--- src/rtl/ps2_frame_rx.sv ---
// PS/2 device-to-host frame receiver: assembles start/8 data/odd parity/stop frames
// sampled on negclk strobes and reports each byte or error with a one-cycle strobe.
module ps2_frame_rx #(
   parameter int TIMEOUT_CYC = 100000,
   parameter int TO_W        = 17
) (
   input  logic       posclk,
   input  logic       reset,
   input  logic       negclk,
   input  logic       kbdata,
   output logic [7:0] data_out,
   output logic       data_valid,
   output logic       parity_err,
   output logic       frame_err,
   output logic       timeout_err,
   output logic       busy
);

   typedef enum logic {
      IDLE = 1'b0,
      RECV = 1'b1
   } state_t;

   localparam logic [TO_W-1:0] WD_LAST = TO_W'(TIMEOUT_CYC - 1);

   // Same two-cycle delay as the upstream edge detector keeps bits aligned with negclk.
   logic [1:0] sync_q;
   logic       kbdata_s;

   always_ff @(posedge posclk) begin
      if (reset) sync_q <= 2'b11;
      else       sync_q <= {sync_q[0], kbdata};
   end

   assign kbdata_s = sync_q[1];

   state_t          state, state_n;
   logic [3:0]      bit_cnt, bit_cnt_n;
   logic [8:0]      shreg, shreg_n;
   logic [TO_W-1:0] wd, wd_n;
   logic [7:0]      data_n;
   logic            valid_n, perr_n, ferr_n, to_n;

   always_comb begin
      state_n   = state;
      bit_cnt_n = bit_cnt;
      shreg_n   = shreg;
      wd_n      = '0;
      data_n    = data_out;
      valid_n   = 1'b0;
      perr_n    = 1'b0;
      ferr_n    = 1'b0;
      to_n      = 1'b0;

      case (state)
         IDLE: begin
            if (negclk && !kbdata_s) begin
               state_n   = RECV;
               bit_cnt_n = '0;
            end
         end
         RECV: begin
            if (negclk) begin
               if (bit_cnt == 4'd9) begin
                  // shreg now holds {parity, data[7:0]}; kbdata_s is the stop bit.
                  state_n   = IDLE;
                  bit_cnt_n = '0;
                  if (!(^shreg))     perr_n = 1'b1;
                  else if (!kbdata_s) ferr_n = 1'b1;
                  else begin
                     valid_n = 1'b1;
                     data_n  = shreg[7:0];
                  end
               end else begin
                  // LSB arrives first, so after nine shifts it lands in bit 0.
                  shreg_n   = {kbdata_s, shreg[8:1]};
                  bit_cnt_n = 4'(bit_cnt + 4'd1);
               end
            end else if (wd == WD_LAST) begin
               state_n   = IDLE;
               bit_cnt_n = '0;
               to_n      = 1'b1;
            end else begin
               wd_n = TO_W'(wd + 1'b1);
            end
         end
         default: begin
            state_n   = IDLE;
            bit_cnt_n = '0;
         end
      endcase
   end

   always_ff @(posedge posclk) begin
      if (reset) begin
         state       <= IDLE;
         bit_cnt     <= '0;
         shreg       <= '0;
         wd          <= '0;
         data_out    <= 8'h00;
         data_valid  <= 1'b0;
         parity_err  <= 1'b0;
         frame_err   <= 1'b0;
         timeout_err <= 1'b0;
         busy        <= 1'b0;
      end else begin
         state       <= state_n;
         bit_cnt     <= bit_cnt_n;
         shreg       <= shreg_n;
         wd          <= wd_n;
         data_out    <= data_n;
         data_valid  <= valid_n;
         parity_err  <= perr_n;
         frame_err   <= ferr_n;
         timeout_err <= to_n;
         busy        <= (state_n == RECV);
      end
   end

endmodule
--- config.mk ---
export PLATFORM = sky130hd
export DESIGN_NAME = ps2_frame_rx
export DESIGN_NICKNAME = d
export VERILOG_FILES = /design/src/rtl/ps2_frame_rx.sv
export SDC_FILE = /design/constraint.sdc
export NUM_CORES = 1
export LEC_CHECK = 0
export BUFFER_PORTS_ARGS = -buffer_cell sky130_fd_sc_hd__buf_2
export CORE_ASPECT_RATIO = 2
export CORE_MARGIN = 2
export CORE_UTILIZATION = 50
export CTS_CLUSTER_SIZE = 30
export DETAILED_ROUTE_END_ITERATION = 10
export GPL_ROUTABILITY_DRIVEN = 1
export GPL_TIMING_DRIVEN = 1
export PLACE_DENSITY = 0.69
export SYNTH_ARGS = -nofsm -noshare
export SYNTH_HDL_FRONTEND = slang
export SYNTH_SLANG_ARGS = --single-unit
export TNS_END_PERCENT = 1
--- constraint.sdc ---
create_clock -name posclk -period 2.72 [get_ports posclk]
set_input_delay 0.544 -clock posclk [delete_from_list [all_inputs] [get_ports posclk]]
set_output_delay 0.544 -clock posclk [all_outputs]
set_load 0.005 [all_outputs]
==> results of run 1 <==
-- power by group through the flow --
| stage | combinational, W | sequential, W | clock (W) |
|---|---|---|---|
| after global routing | 0.0000292 | 0.000665 | 0.000551 |
| after CTS | 0.0000261 | 0.000664 | 0.000528 |
| after floorplan | 0.0000181 | 0.000679 | 0 |
| after global placement | 0.0000258 | 0.000680 | 0 |
| final | 0.0000259 | 0.000664 | 0.000515 |
| after detailed placement | 0.0000261 | 0.000680 | 0 |
-- cells by family (layout without fill, tap and decap cells) --
group	count (synthesis)	after routing	synth area share
AND/OR/NAND/NOR	103	103	0.276
buffers and inverters	11	27	0.0263
XOR/XNOR	18	18	0.0951
multiplexers	9	9	0.0488
flip-flops	45	45	0.462
adder cells (fa/ha/maj)	3	3	0.0193
AO/OA/AOI/OAI	25	25	0.0719
-- final timing paths --
check / from / endpoint / slack (ns) / depth (start not counted)
worst max-delay path: bit_cnt[1]$_SDFFE_PP0P_ / bit_cnt[3]$_SDFFE_PP0P_ / 0.76 / 6
worst max register to register: bit_cnt[1]$_SDFFE_PP0P_ / bit_cnt[3]$_SDFFE_PP0P_ / 0.76 / 6
worst min register to register: sync_q[0]$_SDFF_PP1_ / sync_q[1]$_SDFF_PP1_ / 0.41 / 1
worst min-delay path: sync_q[0]$_SDFF_PP1_ / sync_q[1]$_SDFF_PP1_ / 0.41 / 1
-- synthesized netlist by cell type, types with 2 or more instances --
cell type and number:
nand3_1 9, xnor2_1 6, inv_1 3, dfxtp_1 45, a211oi_1 2, mux2i_1 8
nand2b_1 15, or2_2 2, nand3b_1 2, ha_1 3, o21ai_0 5, xor2_1 10
and3_1 2, nor3_1 5, nor4b_1 2, nor2b_1 2, a21oi_1 14, nand4_1 5
nor2_1 18, clkbuf_1 5, xnor3_1 2, nand2_1 27, and4_1 2, or3_1 5
nor3b_1 2
-- state kept, by name (all words and copies together) (netlist names) --
register and flops:
wd 17, shreg 9, data_out 8, bit_cnt 4, sync_q 2, data_valid 1, frame_err 1, parity_err 1
state 1, timeout_err 1
-- metal layers --
layer  wire length, µm  share of wire  track usage  up-vias
met5                 0              0            0        -
met4                72          0.020       0.0743        0
met3               100          0.028       0.0276        5
met2              2050           0.57        0.344       23
met1              1390           0.39        0.197      689
li1                  -              -            -      761
-- cell type report --
type,instances,area share
tap,51,0.0294
clock inverter,1,0.0138
timing repair buffer,16,0.0369
clock buffer,7,0.0398
inverter,3,0.00519
sequential,45,0.415
multi-input combinational,158,0.459
-- through the flow --
stage	utilization	hold WS, ns	power [W]	std cells
CTS	0.570	0.414	0.00122	281
detailed placement	0.539	0.404	0.000706	273
global route	0.570	0.417	0.00124	281
global placement	0.539	0.391	0.000706	273
finish	0.570	0.407	0.00121	281
floorplan	-	0.389	0.000697	214
==> impl_metrics.csv, run 1 <==
group,metric,value,unit
run_status,status,"finished clean",
final_layout,layout_commonest_cell,"dfxtp_1",
route,routed_wl,3620,µm
yosys,ys_seq_area_frac,0.462,
final_layout,area_delta_synth_final,11.3,%
final_layout,fin_area,2170,µm²
hold_path,min_path_type,"reg -> reg",
grt,overflow,0,
clock_network,cts_made_buffers,5,
clock_network,postCtsSetupRepairBufs,0,
power_and_ir_drop,p_leak,0.756,nW
power_and_ir_drop,power_frac_clock,0.427,
clock_network,cts-htree-levels,2,
placement,io_buffer_count,16,
yosys,synthesis.nets,221,
yosys,yosysWarnings,0,
final_layout,antenna_cells,0,
clock_network,root_buffer,"clkbuf_8",
yosys,synth_ff_type,"dfxtp_1",
route,detailedRoute.firstPassIterationCount,4,
timing,slew_headroom,0.454,
yosys,synth.top_cells.by_area,"dfxtp_1 (46%), nand2_1 (5.2%), nand2b_1 (4.8%)",
clock_network,cts_resized,0,
timing,fmax,511,MHz
route,antenna_left,0,
run,drv_cap,0,
critical_path,slowest_delay,0.64,ns
clock_network,cts_sinks,45,
yosys,synthArstFlopShare,0,
final_layout,multiInputGateArea,996,µm²
die,io_pins,17,
critical_path,cp-end-kind,"register",
critical_path,worstPathArrival,2.16,ns
power_and_ir_drop,p_seq_frac,0.551,
placement,placed_area,2050,µm²
yosys,synthDistinctLibCells,38,
route,vias_per_cell,5.26,
clock_network,cts_tree,"built",
yosys,yosys.area.top_type,"dfxtp_1",
timing,slew_violations,0,
final_layout,seq_area,901,µm²
timing,rsz0062_at_grt,"false",
grt,grt_pass1_wl,6220,µm
critical_path,worstSetupStartpointType,"register",
placement,place_congestion,0.775,
die,core,3800,µm²
grt,grtUsageTotal,0.189,
yosys,synth_top_area_share,0.462,
yosys,syn_area,1950,µm²
critical_path,cp.buffers_inverters,1,
final_layout,fin_nets,236,
die,start_util,0.512,
yosys,ys_seq_elements,45,
route,drc,0,
yosys,synthCells,214,
critical_path,required,2.93,ns
power_and_ir_drop,peakVddDrop,0.364,mV
power_and_ir_drop,p_comb_frac,0.021,
clock_network,clockBufferDepth,2,
critical_path,cpMaxStageDelayCell,"nor2_1",
die,dieHeight,92.3,µm
timing,tightest_slew,0.816,ns
power_and_ir_drop,p_int,0.000971,W
route,first_iter_violations,18,
critical_path,path_cells,"inv_1 -> ha_1 -> and3b_1 -> nor2_1 -> nand2_1 -> a311oi_1",
timing,fin_crit_sh,0.720,
clock_network,cts_hold_buf,0,
timing,tns,0,ns
timing,setup-violations-final,0,
critical_path,crit_family,"simple AND/OR/NAND/NOR gates",
die,rows,32,
final_layout,final_cell_mix,"dfxtp_1 (45), nand2_1 (27), nor2_1 (18)",
placement,post-place-ws,0.752,ns
die,die-area,4440,µm²
grt,first_global_vias,1447,
yosys,synth_edf_count,0,
clock_network,path_clk_slew,0.08,ns
grt,antenna_found_initial,0,
timing,hold_viol,0,
final_layout,drive_gt1_frac,0.113,
critical_path,cp_max_fo,12,
timing,period_needed,1.96,ns
timing,finClkSkew,0.00984,ns
final_layout,fillerInstances,365,
route,post_drt_wl_per_cell,12.9,µm
power_and_ir_drop,power.switching,0.000234,W
route,vias,1478,
timing,final.setup.worst_slack,0.762,ns
yosys,avgSynthCellArea,9.10,µm²
placement,hpwl,2620,µm
power_and_ir_drop,power.density,556,nW/µm²
die,die-width,48.1,µm
critical_path,crit_type,"reg -> reg",
grt,grt_start_max_net_pins,36,
clock_network,insertion_delay,0.29,ns
power_and_ir_drop,switching_share,0.194,
Note: power is estimated with default switching activity, not from simulation.
==> run 2, diff against run 1 <==
--- a/config.mk
+++ b/config.mk
@@ -5,6 +5,7 @@
 export SDC_FILE = /design/constraint.sdc
 export NUM_CORES = 1
 export LEC_CHECK = 0
+export ABC_AREA = 1
 export BUFFER_PORTS_ARGS = -buffer_cell sky130_fd_sc_hd__buf_2
 export CORE_ASPECT_RATIO = 2
 export CORE_MARGIN = 2
@@ -13,7 +14,7 @@
 export DETAILED_ROUTE_END_ITERATION = 10
 export GPL_ROUTABILITY_DRIVEN = 1
 export GPL_TIMING_DRIVEN = 1
-export PLACE_DENSITY = 0.69
+export PLACE_DENSITY = 0.68
 export SYNTH_ARGS = -nofsm -noshare
 export SYNTH_HDL_FRONTEND = slang
 export SYNTH_SLANG_ARGS = --single-unit
==> constraint.sdc (replaced) <==
create_clock -name posclk -period 2 [get_ports posclk]
set_input_delay 0.4 -clock posclk [delete_from_list [all_inputs] [get_ports posclk]]
set_output_delay 0.4 -clock posclk [all_outputs]
set_load 0.005 [all_outputs]
==> impl_metrics.csv, run 2 <==
group,metric,value,unit
run_status,status,"finished clean",
clock_network,path_clk_slew,0.07,ns
yosys,avgSynthCellArea,7.30,µm²
timing,fin_crit_sh,0.811,
timing,slew_violations,0,
route,post_drt_wl_per_cell,10.0,µm
hold_path,hold_path_startpoint,"kbdata",
clock_network,cts_sinks,45,
route,antenna_left,0,
yosys,synthesis.nets,305,
yosys,synth_edf_count,0,
timing,holdWs,0.294,ns
critical_path,startpoint,"wd[0]$_SDFF_PP0_",
power_and_ir_drop,peakVddDrop,0.682,mV
yosys,synth.top_cells.by_area,"dfxtp_1 (41%), nand2_1 (10%), inv_1 (9.0%)",
timing,hold_viol,0,
route,detailedRoute.firstPassIterationCount,5,
yosys,ys_seq_area_frac,0.414,
final_layout,area_delta_synth_final,8.45,%
power_and_ir_drop,p_leak,1.03,nW
final_layout,final_cell_mix,"nand2_1 (58), inv_1 (52), dfxtp_1 (45)",
die,die-width,50.6,µm
placement,place_congestion,0.799,
timing,finClkSkew,0.00592,ns
route,first_iter_violations,39,
die,core,4250,µm²
grt,grt_start_max_net_pins,20,
final_layout,fin_nets,322,
final_layout,antenna_cells,0,
clock_network,postCtsSetupRepairBufs,0,
final_layout,top_register,"wd",
final_layout,fin_util,0.555,
critical_path,worstPathArrival,1.82,ns
grt,grtUsageTotal,0.170,
yosys,yosys.area.top_type,"dfxtp_1",
power_and_ir_drop,switching_share,0.223,
clock_network,insertion_delay,0.29,ns
route,vias_per_cell,4.89,
die,die-area,4930,µm²
clock_network,clockBufferDepth,2,
yosys,synthArstFlopShare,0,
power_and_ir_drop,p_seq_frac,0.614,
critical_path,required,2.20,ns
clock_network,cts_resized,0,
timing,rsz0062_at_grt,"false",
run,drv_cap,0,
yosys,synth_ff_type,"dfxtp_1",
power_and_ir_drop,power_frac_clock,0.335,
critical_path,worstSetupStartpointType,"register",
final_layout,largest_register_ffs,17,
yosys,synth_commonest_cells,"nand2_1 (58), inv_1 (52), dfxtp_1 (45), nor2_1 (29)",
final_layout,drive_gt1_frac,0.162,
timing,period_needed,1.62,ns
clock_network,cts_hold_buf,0,
yosys,syn_area,2180,µm²
grt,overflow,0,
yosys,synth_top_area_share,0.414,
route,routed_wl,3680,µm
critical_path,cp-end-kind,"register",
power_and_ir_drop,p_comb_frac,0.052,
final_layout,reg.largest.list,"wd x17, shreg x9, data_out x8",
power_and_ir_drop,power.switching,0.000331,W
yosys,synthDistinctLibCells,29,
critical_path,timing.rr.start,"wd[0]$_SDFF_PP0_",
die,dieHeight,97.3,µm
yosys,synthCells,298,
placement,io_buffer_count,16,
timing,setup-violations-final,0,
die,rows,34,
power_and_ir_drop,p_total,0.00149,W
timing,tightest_slew,0.442,ns
clock_network,cts_made_buffers,5,
critical_path,cp_max_fo,5,
clock_network,root_buffer,"clkbuf_8",
critical_path,crit_type,"reg -> reg",
timing,tns,0,ns
route,vias,1801,
timing,slew_headroom,0.705,
route,drc,0,
hold_path,min_path_type,"in -> reg",
grt,first_global_vias,1614,
yosys,yosysMostFrequentCell,"nand2_1",
clock_network,cts_tree,"built",
clock_network,cts-htree-levels,2,
placement,hpwl,2800,µm
yosys,ys_seq_elements,45,
grt,grt_pass1_wl,6630,µm
yosys,yosysWarnings,0,
power_and_ir_drop,p_int,0.00116,W
final_layout,layout_commonest_cell,"nand2_1",
die,start_util,0.511,
grt,antenna_found_initial,0,
timing,fmax,616,MHz
die,io_pins,17,
power_and_ir_drop,power.density,630,nW/µm²
==> run 2: power by group through the flow <==
stage / Sequential (W) / Clock, W / Combinational (W)
floorplan: 0.000932 / 0 / 0.0000638
global placement: 0.000933 / 0 / 0.0000752
detailed placement: 0.000933 / 0 / 0.0000769
CTS: 0.000912 / 0.000520 / 0.0000770
global route: 0.000914 / 0.000547 / 0.0000882
finish: 0.000913 / 0.000498 / 0.0000769
==> run 2: cell type report <==
cell class	count	area, µm²
Clock buffer	5	68.8
Clock inverter	1	5.00
Fill cell	426	1890
Inverter	59	221
Multi-Input combinational cell	188	1020
Sequential cell	45	901
Tap cell	54	67.6
Timing Repair Buffer	16	80.1
==> run 2: path summary, 6_finish.rpt <==
path,endpoint,slack (ns),depth (start not counted)
max,wd[16]$_SDFF_PP0_,0.38,9
min reg2reg,sync_q[1]$_SDFF_PP1_,0.41,1
min,sync_q[0]$_SDFF_PP1_,0.29,2
max reg2reg,wd[16]$_SDFF_PP0_,0.38,9
==> run 2: cells by family (layout without fill, tap and decap cells) <==
family | count (synthesis) | count (layout) | share of synthesized area
AND/OR/NAND/NOR | 144 | 144 | 0.327
buffers and inverters | 65 | 81 | 0.119
flip-flops | 45 | 45 | 0.414
AO/OA/AOI/OAI | 25 | 25 | 0.0581
XOR/XNOR | 16 | 16 | 0.0644
adder cells (fa/ha/maj) | 3 | 3 | 0.0173
==> run 2: per-layer routing <==
metal  part of all wire  up-vias  global-route usage
li1                   -      948                   -
met4              0.017        0              0.0644
met3              0.048        5              0.0508
met1               0.48      810               0.229
met2               0.46       38               0.255
met5                  0        -                   0
==> run 2: stage by stage <==
stage               setup WS, ns  std cells  cell area (µm²)
finish                     0.377        368             2360
global route               0.190        368             2360
CTS                        0.377        368             2360
detailed placement         0.387        362             2290
global placement           0.415        362             2290
floorplan                  0.550        298             2180
==> run 2: worst max-delay path, stage by stage (launching register included) <==
cell	delay, ns
dfxtp_1	0.36
ha_1	0.21
nand3_2	0.13
nor3_4	0.20
nand2_2	0.11
nor2_2	0.18
nand2_1	0.10
xor2_1	0.15
nand2_1	0.05
inv_1	0.03
